### src/rtl/grey_incr_sched_pkg.sv
// Shared definitions for the grey counter increment scheduler:
// default sizing, grant-id width derivation and the round-robin search.
package grey_incr_sched_pkg;

    localparam int NREQ_DEF  = 4;
    localparam int CNT_W_DEF = 5;
    localparam int MAX_NREQ  = 8;
    localparam int PICK_W    = 3;

    // Grant id width for a given channel count; never narrower than one bit.
    function automatic int f_id_w(input int nreq);
        return (nreq <= 2) ? 1 : $clog2(nreq);
    endfunction

    // First set request at or after ptr, ascending, wrapping modulo nreq.
    // Returns 0 when nothing is requested; callers qualify with |req.
    function automatic logic [PICK_W-1:0] f_rr_pick(
        input logic [MAX_NREQ-1:0] req,
        input logic [PICK_W-1:0]   ptr,
        input int                  nreq
    );
        logic [PICK_W-1:0] pick;
        logic [PICK_W-1:0] idx;
        logic              found;
        pick  = '0;
        found = 1'b0;
        for (int k = 0; k < MAX_NREQ; k++) begin
            idx = PICK_W'((int'(ptr) + k) % nreq);
            if ((k < nreq) && !found && req[idx]) begin
                pick  = idx;
                found = 1'b1;
            end
        end
        return pick;
    endfunction

endpackage

### src/rtl/grey_div_chan.sv
// One scheduler channel: programmable divider that raises a tick, plus the
// pending flag the arbiter consumes and a sticky overflow for lost ticks.
module grey_div_chan
    import grey_incr_sched_pkg::*;
#(
    parameter int CNT_W = CNT_W_DEF
) (
    input  logic             clk,
    input  logic             w_rst,
    input  logic             i_en,
    input  logic [CNT_W-1:0] i_div,
    input  logic             i_gnt,
    input  logic             i_ovf_clr,
    output logic             o_pend,
    output logic             o_ovf
);

    logic [CNT_W-1:0] r_cnt;
    logic             r_pend;
    logic             r_ovf;
    logic             w_tick;

    // >= rather than == so a divisor lowered below the count ticks at once
    // instead of running the counter round through 2^CNT_W.
    assign w_tick = i_en && (r_cnt >= i_div);

    // NOTE: non-blocking assignments for every register so all channels and
    // the arbiter sample the same pre-edge pend/grant values.
    always_ff @(posedge clk) begin
        if (w_rst) begin
            r_cnt  <= '0;
            r_pend <= 1'b0;
            r_ovf  <= 1'b0;
        end else begin
            if (!i_en || w_tick) begin
                r_cnt <= '0;
            end else begin
                r_cnt <= r_cnt + 1'b1;
            end

            r_pend <= (r_pend && !i_gnt) || w_tick;

            if (w_tick && r_pend && !i_gnt) begin
                r_ovf <= 1'b1;
            end else if (i_ovf_clr) begin
                r_ovf <= 1'b0;
            end
        end
    end

    assign o_pend = r_pend;
    assign o_ovf  = r_ovf;

endmodule

### src/rtl/grey_incr_sched.sv
// Round-robin scheduler sharing one grey_code6_sync increment input among
// NREQ divider channels; one registered incr_sync pulse per grant.
module grey_incr_sched
    import grey_incr_sched_pkg::*;
#(
    parameter int NREQ  = NREQ_DEF,
    parameter int CNT_W = CNT_W_DEF,
    parameter int ID_W  = f_id_w(NREQ)
) (
    input  logic                  clk,
    input  logic                  w_rst,
    input  logic                  go,
    input  logic [NREQ-1:0]       en,
    input  logic [NREQ*CNT_W-1:0] div,
    input  logic [NREQ-1:0]       ovf_clr,
    output logic                  incr_sync,
    output logic [ID_W-1:0]       gnt_id,
    output logic [NREQ-1:0]       pend,
    output logic [NREQ-1:0]       ovf,
    output logic                  busy
);

    logic                r_incr_sync;
    logic [ID_W-1:0]     r_gnt_id;
    logic [ID_W-1:0]     r_ptr;

    logic [MAX_NREQ-1:0] w_req;
    logic [PICK_W-1:0]   w_pick;
    logic [ID_W-1:0]     w_win;
    logic [ID_W-1:0]     w_ptr_nxt;
    logic                w_grant;

    // NOTE: every combinational output gets a default first, so no path
    // through the block leaves a signal unassigned and infers a latch.
    always_comb begin
        w_req            = '0;
        w_req[NREQ-1:0]  = pend;
        w_pick           = f_rr_pick(w_req, PICK_W'(r_ptr), NREQ);
        w_win            = w_pick[ID_W-1:0];
        w_grant          = go && (|pend);
        w_ptr_nxt        = (int'(w_win) == NREQ - 1) ? '0 : w_win + 1'b1;
    end

    genvar gi;
    generate
        for (gi = 0; gi < NREQ; gi++) begin : g_chan
            grey_div_chan #(
                .CNT_W (CNT_W)
            ) u_chan (
                .clk       (clk),
                .w_rst     (w_rst),
                .i_en      (en[gi]),
                .i_div     (div[gi*CNT_W +: CNT_W]),
                .i_gnt     (w_grant && (w_win == ID_W'(gi))),
                .i_ovf_clr (ovf_clr[gi]),
                .o_pend    (pend[gi]),
                .o_ovf     (ovf[gi])
            );
        end
    endgenerate

    // gnt_id and the pointer hold between grants; only incr_sync drops.
    always_ff @(posedge clk) begin
        if (w_rst) begin
            r_incr_sync <= 1'b0;
            r_gnt_id    <= '0;
            r_ptr       <= '0;
        end else if (w_grant) begin
            r_incr_sync <= 1'b1;
            r_gnt_id    <= w_win;
            r_ptr       <= w_ptr_nxt;
        end else begin
            r_incr_sync <= 1'b0;
        end
    end

    assign incr_sync = r_incr_sync;
    assign gnt_id    = r_gnt_id;
    assign busy      = |pend;

endmodule
### config.mk
export PLATFORM = sky130hd
export DESIGN_NAME = grey_incr_sched
export DESIGN_NICKNAME = d
export VERILOG_FILES = /design/src/rtl/grey_incr_sched_pkg.sv /design/src/rtl/grey_div_chan.sv /design/src/rtl/grey_incr_sched.sv
export SDC_FILE = /design/constraint.sdc
export NUM_CORES = 1
export LEC_CHECK = 0
export ABC_AREA = 1
export BUFFER_PORTS_ARGS = -buffer_cell sky130_fd_sc_hd__buf_4
export CAP_MARGIN = 20
export CORE_MARGIN = 5
export CORE_UTILIZATION = 30
export DETAILED_ROUTE_END_ITERATION = 10
export GPL_TIMING_DRIVEN = 0
export SKIP_LAST_GASP = 1
export SLEW_MARGIN = 20
export SYNTH_ARGS = -nofsm -noshare
export SYNTH_HDL_FRONTEND = slang
export SYNTH_SLANG_ARGS = --single-unit
### constraint.sdc
create_clock -name clk -period 3.67 [get_ports clk]
set_input_delay 0.9175 -clock clk [delete_from_list [all_inputs] [get_ports clk]]
set_output_delay 0.9175 -clock clk [all_outputs]
set_load 0.03 [all_outputs]
# --- Word-level counts from Yosys, hierarchy flattened ---
# Cells that the tools add are included.
totals:
  regBits: 33
  output_inout_bits: 12
  elab_cells: 119
classes:
  n_addsub: 8
  order_cmp: 8
  n_eq_ne: 4
  mux: 25
  n_bitwise: 3
  reduce_logical: 56
ops:
  columns: ["operator", "count"]
  rows:
  - ["$logic_and A1 B1 Y1", 24]
  - ["$add A5 B1 Y5 const B", 4]
  - ["$ge A5 B5 Y1", 4]
  - ["$mux W1", 16]
  - ["$reduce_or A2 Y1", 7]
  - ["$lt A3 B4 Y1 const B", 3]
  - ["$logic_not A1 Y1", 11]
  - ["$mux W2", 5]
  - ["$bmux W1 S3", 3]
  - ["$logic_or A1 B1 Y1", 8]
  - ["$reduce_bool A2 Y1", 4]
  - ["$add A2 B1 Y2 const B", 2]
  - ["$add A2 B2 Y2 const B", 2]
  - ["$eq A2 B1 Y1 const B", 2]
  - ["$eq A2 B2 Y1 const B", 2]
  - ["$lt A2 B4 Y1 const B", 1]
  - ["$reduce_or A4 Y1", 1]
  - ["$and A1 B1 Y1 const A", 3]
  - ["$bmux W1 S2", 1]
  - ["$logic_not A2 Y1", 1]

# --- Logic depth before layout (Yosys ltp) ---
# Gate-level depths: netlist of the first run.
logic_depth:
  depth_word: 18
  depth_mapped: 16
  ltp_nobuf: 15

# --- Modules after synthesis ---
# Synthesis of the first run repeated with hierarchy kept, for this count alone.
hier_totals:
  hier_cells: 295
  area_unflattened_um2: 2167.1
by_module_without_submodules:
  columns: ["module", "instances", "cells_each", "area_per_inst_um2"]
  rows:
  - ["grey_div_chan", 4, 52, 406.6]
  - ["grey_incr_sched", 1, 87, 540.5]

# --- Worst setup path after synthesis of the first run ---
# No wires, ideal clock.
synth_timing:
  kind: "input to register"
  startpoint: "in div[4]"
  endpoint: "reg g_chan[0].u_chan.r_cnt[0]"
  setup_ps: 66
  arrival_time_ps: 1874
  t_required_ps: 3604
  setup_slack_ps: 1730
  stages: 8
  n_path_buf: 0
  path_cell_list: "inv_1 -> ha_1 -> nand2_1 -> inv_1 -> nand4_1 -> o2111ai_1 -> nand3b_1 -> nor2_1"
synth_between:
  elab_chain_cells: 4
synth_lines:
  columns: ["element", "line_no", "source"]
  rows:
  - ["start, declared", "grey_incr_sched.sv:14", "input logic [NREQ*CNT_W-1:0] div,"]
  - ["$ge A5 B5 Y1", "grey_div_chan.sv:25", "assign w_tick = i_en && (r_cnt >= i_div);"]
  - ["$logic_and A1 B1 Y1", "grey_div_chan.sv:25", null]
  - ["$logic_or A1 B1 Y1", "grey_div_chan.sv:35", "if (!i_en || w_tick) begin"]
  - ["$reduce_or A2 Y1 (no line)", null, null]
  - ["end signal, assigned", "grey_div_chan.sv:38", "r_cnt <= r_cnt + 1'b1;"]
  - ["end, declared", "grey_div_chan.sv:18", "logic [CNT_W-1:0] r_cnt;"]
# No other way between the ends.
# A chain may end at the register's enable or synchronous reset.

# --- Final worst setup path of the first run ---
layout_timing:
  startpoint: "reg g_chan[1].u_chan.r_pend"
  endpoint: "out busy"
layout_between:
  elab_chain_cells: 1
layout_lines:
  columns: ["element", "line_no", "source"]
  rows:
  - ["start, declared", "grey_div_chan.sv:19", "logic r_pend;"]
  - ["start signal, assigned", "grey_div_chan.sv:41", "r_pend <= (r_pend && !i_gnt) || w_tick;"]
  - ["$reduce_or A4 Y1", "grey_incr_sched.sv:79", "assign busy = |pend;"]
  - ["end, declared", "grey_incr_sched.sv:20", "output logic busy"]
# No other way between the ends.

==> results of run 1 <==
report_power, final:
group          internal [mW]  switching [mW]
logic                 0.0720          0.0943
registers              0.368         0.00971
clock network          0.149           0.122
sequential cells by signal (all words and copies together) (netlist names):
register,count
g_chan.u_chan.o_ovf,4
g_chan.u_chan.o_pend,4
g_chan.u_chan.r_cnt,20
gnt_id,2
incr_sync,1
r_ptr,2
metal layers:
metal | vias up | part of all wire, %
met5 | - | 0
met4 | 0 | 1.2
met3 | 5 | 4.6
met2 | 27 | 45
met1 | 772 | 50
li1 | 1005 | -
logic make-up after synthesis:
group,after synthesis,share of synthesized area (%)
compound gates,27,7.65
xor+xnor,12,4.94
fa+ha+maj,28,16.5
simple gates,118,26.4
flops,33,31.1
buf+inv,65,13.5
worst register-to-register path, delay by kind of cell, from the launching register on:
kind | cells | cell delay [ps]
buf+inv | 2 | 170
compound gates | 1 | 130
flops | 1 | 460
simple gates | 9 | 850
fa+ha+maj | 1 | 200
how the worst min path moves through the flow:
stage	to	slack [ps]	cells after the start
floorplan	g_chan[2].u_chan.r_cnt[0]	430	1
global placement	g_chan[3].u_chan.r_cnt[0]	440	1
detailed placement	g_chan[1].u_chan.r_cnt[0]	450	1
CTS	g_chan[1].u_chan.r_cnt[0]	460	1
global route	g_chan[0].u_chan.o_ovf	490	2
finish	g_chan[1].u_chan.r_cnt[0]	460	1
synthesized netlist by cell type:
cell type | n | area [µm²]
inv_1 | 50 | 188
nand2_1 | 47 | 176
dfxtp_1 | 33 | 661
ha_1 | 28 | 350
nor2_1 | 26 | 97.6
a21oi_1 | 18 | 90.1
nand4_1 | 16 | 100
nand3_1 | 14 | 70.1
buf_4 | 8 | 60.1
nand2_2 | 8 | 50.1
xor2_1 | 8 | 70.1
inv_2 | 4 | 15.0
nand3b_1 | 4 | 30.0
o2111ai_1 | 4 | 35.0
xnor2_1 | 4 | 35.0
o21ai_2 | 3 | 26.3
a31oi_1 | 1 | 6.26
and2_1 | 1 | 6.26
buf_6 | 1 | 11.3
clkbuf_1 | 1 | 3.75
inv_6 | 1 | 8.76
nand2_4 | 1 | 11.3
nor2_8 | 1 | 20.0
o21ai_0 | 1 | 5.00
cell type report:
cell class | count | share of cell area, %
tap | 96 | 4.53
buffer | 10 | 2.83
timing repair buffer | 42 | 11.9
clock buffer | 7 | 3.26
multi-input combinational | 185 | 44.5
inverter | 55 | 7.98
sequential | 33 | 24.9
==> results.yml, run 1 <==
timing:
  finalSetupViolCount: 0
  tns_ps: 0
  worst_pin_slew_ps: 506
  rsz0062_at_grt: "false"
  whs_ps: 458
  worst_slack_ps: 1670
  hold_viol: 0
  finClkSkew_ps: 3.96
  slew_headroom_pct: 66.3
  period_needed_ps: 2000
  finalCritPeriodShare_pct: 54.6
  slew_viol_final: 0
  max_freq_mhz: 499
floorplan:
  start_util_pct: 31.1
  fp.dieArea_mm2: 0.00887
  io_pins: 43
  num_rows: 30
  coreArea_mm2: 0.00683
  die_w_um: 94.2
  die_h_um: 94.2
cells_and_area:
  antenna_cells: 0
  num-nets-final: 391
  utilization_pct: 38.8
  layout-drive-gt1-share_pct: 22.6
  num-fill-cells: 760
  multiInputGateArea_mm2: 0.00118
  final_cell_mix: "inv_1 (50), buf_4 (50), nand2_1 (47), dfxtp_1 (33), ha_1 (28)"
  ff_latch_area_um2: 661
  fin_cells: 428
  syn_to_final_growth_pct: 24.5
  final_area_mm2: 0.00265
yosys:
  synth_warnings: 0
  synth_nets: 342
  ys_ff_latch: 33
  synth.avg_cell_area_um2: 7.52
  synthesis.instances: 283
  ys_seq_area_share_pct: 31.1
  synth_cell_types: 24
  syn_area_mm2: 0.00213
grt:
  met1_usage_pct: 13.5
  met2_usage_pct: 17.6
  grt_pass1_wl_mm: 7.74
  overflow: 0
  antenna_found_initial: 0
  top_usage_layer: "met2"
  grt_max_degree: 11
  globalRouteMet3Util_pct: 3.29
  grt_pass1_vias: 1823
  track_usage_pct: 10.8
clock_tree:
  clock-sinks: 33
  cts_buffers: 5
  cts_setup_buffers: 0
  clock_path_buffers: 2
  cts.repair.resized: 0
  cts_hold_buf: 0
  cts.htree.levels: 2
  path_clk_slew_ps: 60
  cts-root-buf: "clkbuf_8"
  cts_tree: "built"
  worstSkewPairLatency_ps: 280
critical_path:
  cp_data_arrival_time_ps: 1090
  r2r_cells: 13
  cp_top_family: "flip-flops"
  critPathBufInv: 2
  cp_max_fo: 5
  startpoint: "g_chan[1].u_chan.o_pend"
  rr_endpoint: "g_chan[0].u_chan.o_ovf"
  max_stage_delay_ps: 420
  worstSetupPathDepth: 3
  critical_path_class: "reg2out"
  endpoint: "busy"
  reg2reg_slack_ps: 1780
  r2r_start: "r_ptr[1]"
  cp.required_ps: 2750
  crit_path_end_kind: "output pin"
  crit_path_start_kind: "flop"
  cp_slowest_cell: "dfxtp_1"
  crit_chain: "inv_1 -> nand4_1 -> buf_4"
power_and_ir_drop:
  leakage_nw: 1.35
  power.total_uw: 815
  p_per_area_mw_per_mm2: 308
  ir_worst_vdd_uv: 124
placed_design:
  place_inst: 421
  dp_hpwl_mm: 3.50
  place_area_mm2: 0.00256
  dp_slack_ps: 1450
  io_buffers: 42
  gp_congestion: 0.848
run_status:
  outcome: "complete, no violations"
detailed_routing:
  detail_route.iter0.violations: 47
  vias_per_cell: 4.23
  totalWireLength_mm: 4.26
  drt_pass1_iterations: 4
  drc_errors: 0
  wl_per_cell_um: 9.95
  final_antenna_net_count: 0
  num_vias: 1809
job:
  maxCapViolCount: 0
min_path:
  min_from: "g_chan[1].u_chan.r_cnt[0]"
  hp-class: "reg2reg"
No activity file was read; power rests on OpenSTA's default activity.
==> inputs of run 2 (changes only) <==
Clock period 3.67 ns to 1.8 ns, I/O delays scaled along.
==> run 2 against run 1 <==
The flow now finishes with violations (negative setup slack). Via count is 3.6% higher. Non-clock buffer count is 8 higher. Power is 110% higher. Sequential share of layout area is 1.1 points lower. Clock skew hardly changed. Clock power is 110% higher. Wire length is 9.1% higher. Largest cell class unchanged. Highest routed layer unchanged.
==> results.yml, run 2 (synthesized netlist as in run 1, its figures left out) <==
run_status:
  outcome: "complete, but fails checks"
  violations: "negative setup slack"
detailed_routing:
  detail_route.iter0.violations: 48
  num_vias: 1875
  vias_per_cell: 4.30
  drc_errors: 0
  wl_per_cell_um: 10.7
  drt_pass1_iterations: 4
  totalWireLength_mm: 4.65
  final_antenna_net_count: 0
min_path:
  hp-class: "in2reg"
  hold_depth: 4
  holdPathEnd: "g_chan[3].u_chan.o_ovf"
  min_from: "ovf_clr[3]"
grt:
  antenna_found_initial: 0
  grt_max_degree: 11
  overflow: 0
  grt_pass1_vias: 1887
  grt_pass1_wl_mm: 8.07
  track_usage_pct: 11.3
power_and_ir_drop:
  p_per_area_mw_per_mm2: 616
  power.total_mw: 1.73
  ir_worst_vdd_uv: 247
  leakage_nw: 1.41
floorplan:
  num_rows: 30
  fp.dieArea_mm2: 0.00887
  coreArea_mm2: 0.00683
  io_pins: 43
  die_h_um: 94.2
  die_w_um: 94.2
  start_util_pct: 31.1
critical_path:
  reg2reg_slack_ps: -50
  r2r_start: "r_ptr[0]"
  critical_path_class: "reg2reg"
  r2r_cells: 14
  cp_data_arrival_time_ps: 2060
  crit_path_end_kind: "flop"
  crit_path_start_kind: "flop"
  cp_max_fo: 6
  rr_endpoint: "g_chan[0].u_chan.o_ovf"
  cp.required_ps: 2010
cells_and_area:
  largest_reg_flops: 20
  syn_to_final_growth_pct: 31.8
  num-nets-final: 399
  final_common_cell: "buf_4"
  final_cell_mix: "buf_4 (57), inv_1 (48), nand2_1 (39), dfxtp_1 (28)"
  num-fill-cells: 753
  layout-drive-gt1-share_pct: 31.2
  utilization_pct: 41.0
  antenna_cells: 0
  fin_cells: 436
  top_register: "g_chan.u_chan.r_cnt"
timing:
  finalCritPeriodShare_pct: 103
  rsz0062_at_grt: "true"
  hold_viol: 0
  slew_headroom_pct: 61.7
  max_freq_mhz: 540
  worst_slack_ps: -52.4
  finClkSkew_ps: 3.85
  tns_ps: -222
  period_needed_ps: 1850
  finalSetupViolCount: 6
  worst_pin_slew_ps: 574
  slew_viol_final: 0
placed_design:
  dp_slack_ps: -59.3
  io_buffers: 42
  gp_congestion: 0.848
  place_inst: 421
  dp_hpwl_mm: 3.50
job:
  maxCapViolCount: 0
clock_tree:
  clock_path_buffers: 2
  cts_tree: "built"
  cts-root-buf: "clkbuf_8"
  worstSkewPairLatency_ps: 280
  cts.htree.levels: 2
  cts_hold_buf: 0
  clock-sinks: 33
  cts_buffers: 5
  path_clk_slew_ps: 70
## run 2: layer usage
metal / GRT usage, % / wire, µm / up-vias
li1: - / - / 1018
met2: 18.9 / 2190 / 30
met3: 3.37 / 218 / 8
met1: 13.6 / 2170 / 819
met5: 0 / 0 / -
met4: 4.45 / 66 / 0
## run 2: cell type report
type	instances	area, µm²	share of cell area (%)
tap	96	120	4.29
inverter	55	214	7.63
clock buffer	7	86.3	3.08
sequential	33	669	23.9
buffer	10	75.1	2.68
timing repair buffer	50	373	13.3
multi-input combinational	185	1260	45.1
## run 2: timing repair
| item | CTS | global route |
|---|---|---|
| setup buffers | 4 | 3 |
| pin swaps | 7 | 11 |
| cloned | 1 | 0 |
| setup endpoints to repair | 8 | 10 |
| resized for setup | 23 | 8 |
## run 2: how the worst max path moves through the flow
stage,startpoint,to,cells past startpoint
2_1_floorplan,r_ptr[0],g_chan[0].u_chan.o_ovf,12
3_3_place_gp,r_ptr[0],g_chan[0].u_chan.o_ovf,12
3_5_place_dp,r_ptr[0],g_chan[1].u_chan.o_ovf,13
4_1_cts,r_ptr[0],g_chan[3].u_chan.o_ovf,12
5_1_grt,r_ptr[0],g_chan[2].u_chan.o_ovf,14
6_report,r_ptr[0],g_chan[0].u_chan.o_ovf,14
## run 2: through the flow
step                      instance area, µm²  hold WS (ps)
after detailed placement                2560           449
final                                   2800           417
after CTS                               2750           419
after global routing                    2800           421
after floorplan                         2130           430
after global placement                  2560           444
## run 2: worst max-delay path, cell delays in order (launching register included)
cell     delay [ps]
dfxtp_2         340
buf_6           130
inv_8            50
nand2_4          60
nand2_2          60
nand2_2          80
nand2_4          80
nor2_8          130
nand4_1         140
nand3_2         150
inv_2            50
ha_1            190
nand2_1          90
nand4_1         100
a21oi_1         130
## run 2: power breakdown
group / total (mW) / switching [mW] / internal, mW
sequential: 0.773 / 0.0208 / 0.752
combinational: 0.397 / 0.220 / 0.177
clock: 0.557 / 0.254 / 0.303
==> inputs of run 3 (changes only) <==
Settings changed: RECOVER_POWER set to 50.
==> run 3 against run 2 <==
The flow still finishes with violations (negative setup slack). Cell count stayed put. Die area stayed put. Cell area is 1.2% lower. Largest power group unchanged. Register-to-register slack hardly changed. Critical endpoint unchanged. Sequential power hardly changed. Fmax hardly changed. Sequential share of layout area is 0.28 points higher. Highest routed layer unchanged. Critical path depth stayed put. Non-clock buffer count stayed put.
==> results.yml, run 3 (synthesized netlist as in run 1, its figures left out) <==
detailed_routing:
  vias_per_cell: 4.31
  totalWireLength_mm: 4.66
  final_antenna_net_count: 0
  drt_pass1_iterations: 4
  drc_errors: 0
  wl_per_cell_um: 10.7
  num_vias: 1877
  detail_route.iter0.violations: 42
cells_and_area:
  layout-drive-gt1-share_pct: 28.8
  top_register: "g_chan.u_chan.r_cnt"
  num-fill-cells: 762
  utilization_pct: 40.5
  syn_to_final_growth_pct: 30.2
  largest_reg_flops: 20
  final_cell_mix: "inv_1 (48), buf_4 (48), nand2_1 (39), dfxtp_1 (28)"
  num-nets-final: 399
  fin_cells: 436
  antenna_cells: 0
critical_path:
  cp_data_arrival_time_ps: 2060
  cp_slowest_cell: "dfxtp_2"
  crit_path_start_kind: "flop"
  cp_common_cell: "nand2_2"
  crit_path_end_kind: "flop"
  crit_chain: "buf_6 -> inv_8 -> nand2_4 -> nand2_2 -> nand2_2 -> nand2_4 -> nor2_8 -> nand4_1 -> nand2_2 -> inv_2 -> ha_1 -> nand2_1 -> nand4_1 -> a21oi_1"
  critPathBufInv: 3
  reg2reg_slack_ps: -50
  cp_top_family: "simple AND/OR/NAND/NOR gates"
  cp_max_fo: 6
  critical_path_class: "reg2reg"
  cp.required_ps: 2010
  max_stage_delay_ps: 340
power_and_ir_drop:
  p_clk_share_pct: 32.3
  ir_worst_vdd_uv: 246
  leakage_nw: 1.37
  power.total_mw: 1.72
  p_seq_share_pct: 44.9
  p_comb_share_pct: 22.7
  internal-power_mw: 1.23
  p_per_area_mw_per_mm2: 621
  switching_share_pct: 28.7
  p_switching_uw: 494
clock_tree:
  path_clk_slew_ps: 70
  cts-root-buf: "clkbuf_8"
  worstSkewPairLatency_ps: 280
  cts.htree.levels: 2
  cts_tree: "built"
  cts_buffers: 5
  clock_path_buffers: 2
  clock-sinks: 33
placed_design:
  dp_hpwl_mm: 3.50
  place_inst: 421
  gp_congestion: 0.848
  io_buffers: 42
floorplan:
  num_rows: 30
  fp.dieArea_mm2: 0.00887
  start_util_pct: 31.1
  die_w_um: 94.2
  coreArea_mm2: 0.00683
  io_pins: 43
  die_h_um: 94.2
grt:
  grt_pass1_vias: 1887
  track_usage_pct: 11.3
  top_usage_layer: "met2"
  antenna_found_initial: 0
  grt_max_degree: 11
  globalRouteMet3Util_pct: 3.37
  overflow: 0
  grt_pass1_wl_mm: 8.07
  met2_usage_pct: 18.9
  met1_usage_pct: 13.6
timing:
  tns_ps: -207
  finalCritPeriodShare_pct: 103
  worst_pin_slew_ps: 575
  slew_headroom_pct: 61.6
  worst_slack_ps: -51.7
  finClkSkew_ps: 3.30
  whs_ps: 418
  period_needed_ps: 1850
  rsz0062_at_grt: "true"
  slew_viol_final: 0
  hold_viol: 0
  finalSetupViolCount: 6
  max_freq_mhz: 540
min_path:
  hp-class: "in2reg"
run_status:
  outcome: "complete, but fails checks"
  violations: "negative setup slack"
job:
  maxCapViolCount: 0
==> run 3: cell types whose count changed in the layout (fill, tap and decap cells not counted), sizes merged <==
| cell | delta |
|---|---|
| buf | -9 |
| clkbuf | +9 |
==> run 3: layer usage <==
layer	up-vias	part of all wire (%)
met4	0	1.4
met5	-	0
li1	1018	-
met3	8	4.6
met2	30	47
met1	821	47
==> run 3: cell type report <==
cell class                      instances  area (µm²)  area share (%)
Sequential cell                        33         669            24.2
Inverter                               55         214            7.72
Clock buffer                            7        86.3            3.12
Tap cell                               96         120            4.34
Timing Repair Buffer                   50         340            12.3
Multi-Input combinational cell        185        1260            45.7
Buffer                                 10        75.1            2.71
==> run 3: path summary, 6_finish.rpt <==
| path | start | depth (start not counted) | endpoint |
|---|---|---|---|
| hold reg to reg | g_chan[1].u_chan.r_cnt[0] | 1 | g_chan[1].u_chan.r_cnt[0] |
| setup reg to reg | r_ptr[0] | 14 | g_chan[0].u_chan.o_ovf |
| hold / removal | ovf_clr[3] | 4 | g_chan[3].u_chan.o_ovf |
| setup / recovery | r_ptr[0] | 14 | g_chan[0].u_chan.o_ovf |
==> run 3: metrics by stage <==
stage	instance area, µm²	worst slack, ps
after global routing	2770	-195
after detailed placement	2560	-59.3
after CTS	2750	-1.15
after floorplan	2130	126
final	2770	-51.7
after global placement	2560	-57.8
==> run 3: what timing repair did <==
action	in CTS	in global routing
setup endpoints to repair	8	10
cloned	1	0
hold buffers	0	0
setup buffers	4	3
pin swaps	7	11
resized for setup	23	8
==> run 3: tightest hold or removal path: cells and delay by family <==
family | cells | cell delay [ps]
compound gates | 1 | 50
buf+inv | 2 | 110
simple gates | 1 | 40
==> run 3: power groups by stage <==
stage               registers (mW)  logic, mW  clock network [mW]
floorplan                    0.791      0.222                   0
global placement             0.787      0.336                   0
detailed placement           0.787      0.342                   0
CTS                          0.773      0.378               0.572
global route                 0.775      0.446               0.605
finish                       0.773      0.391               0.556
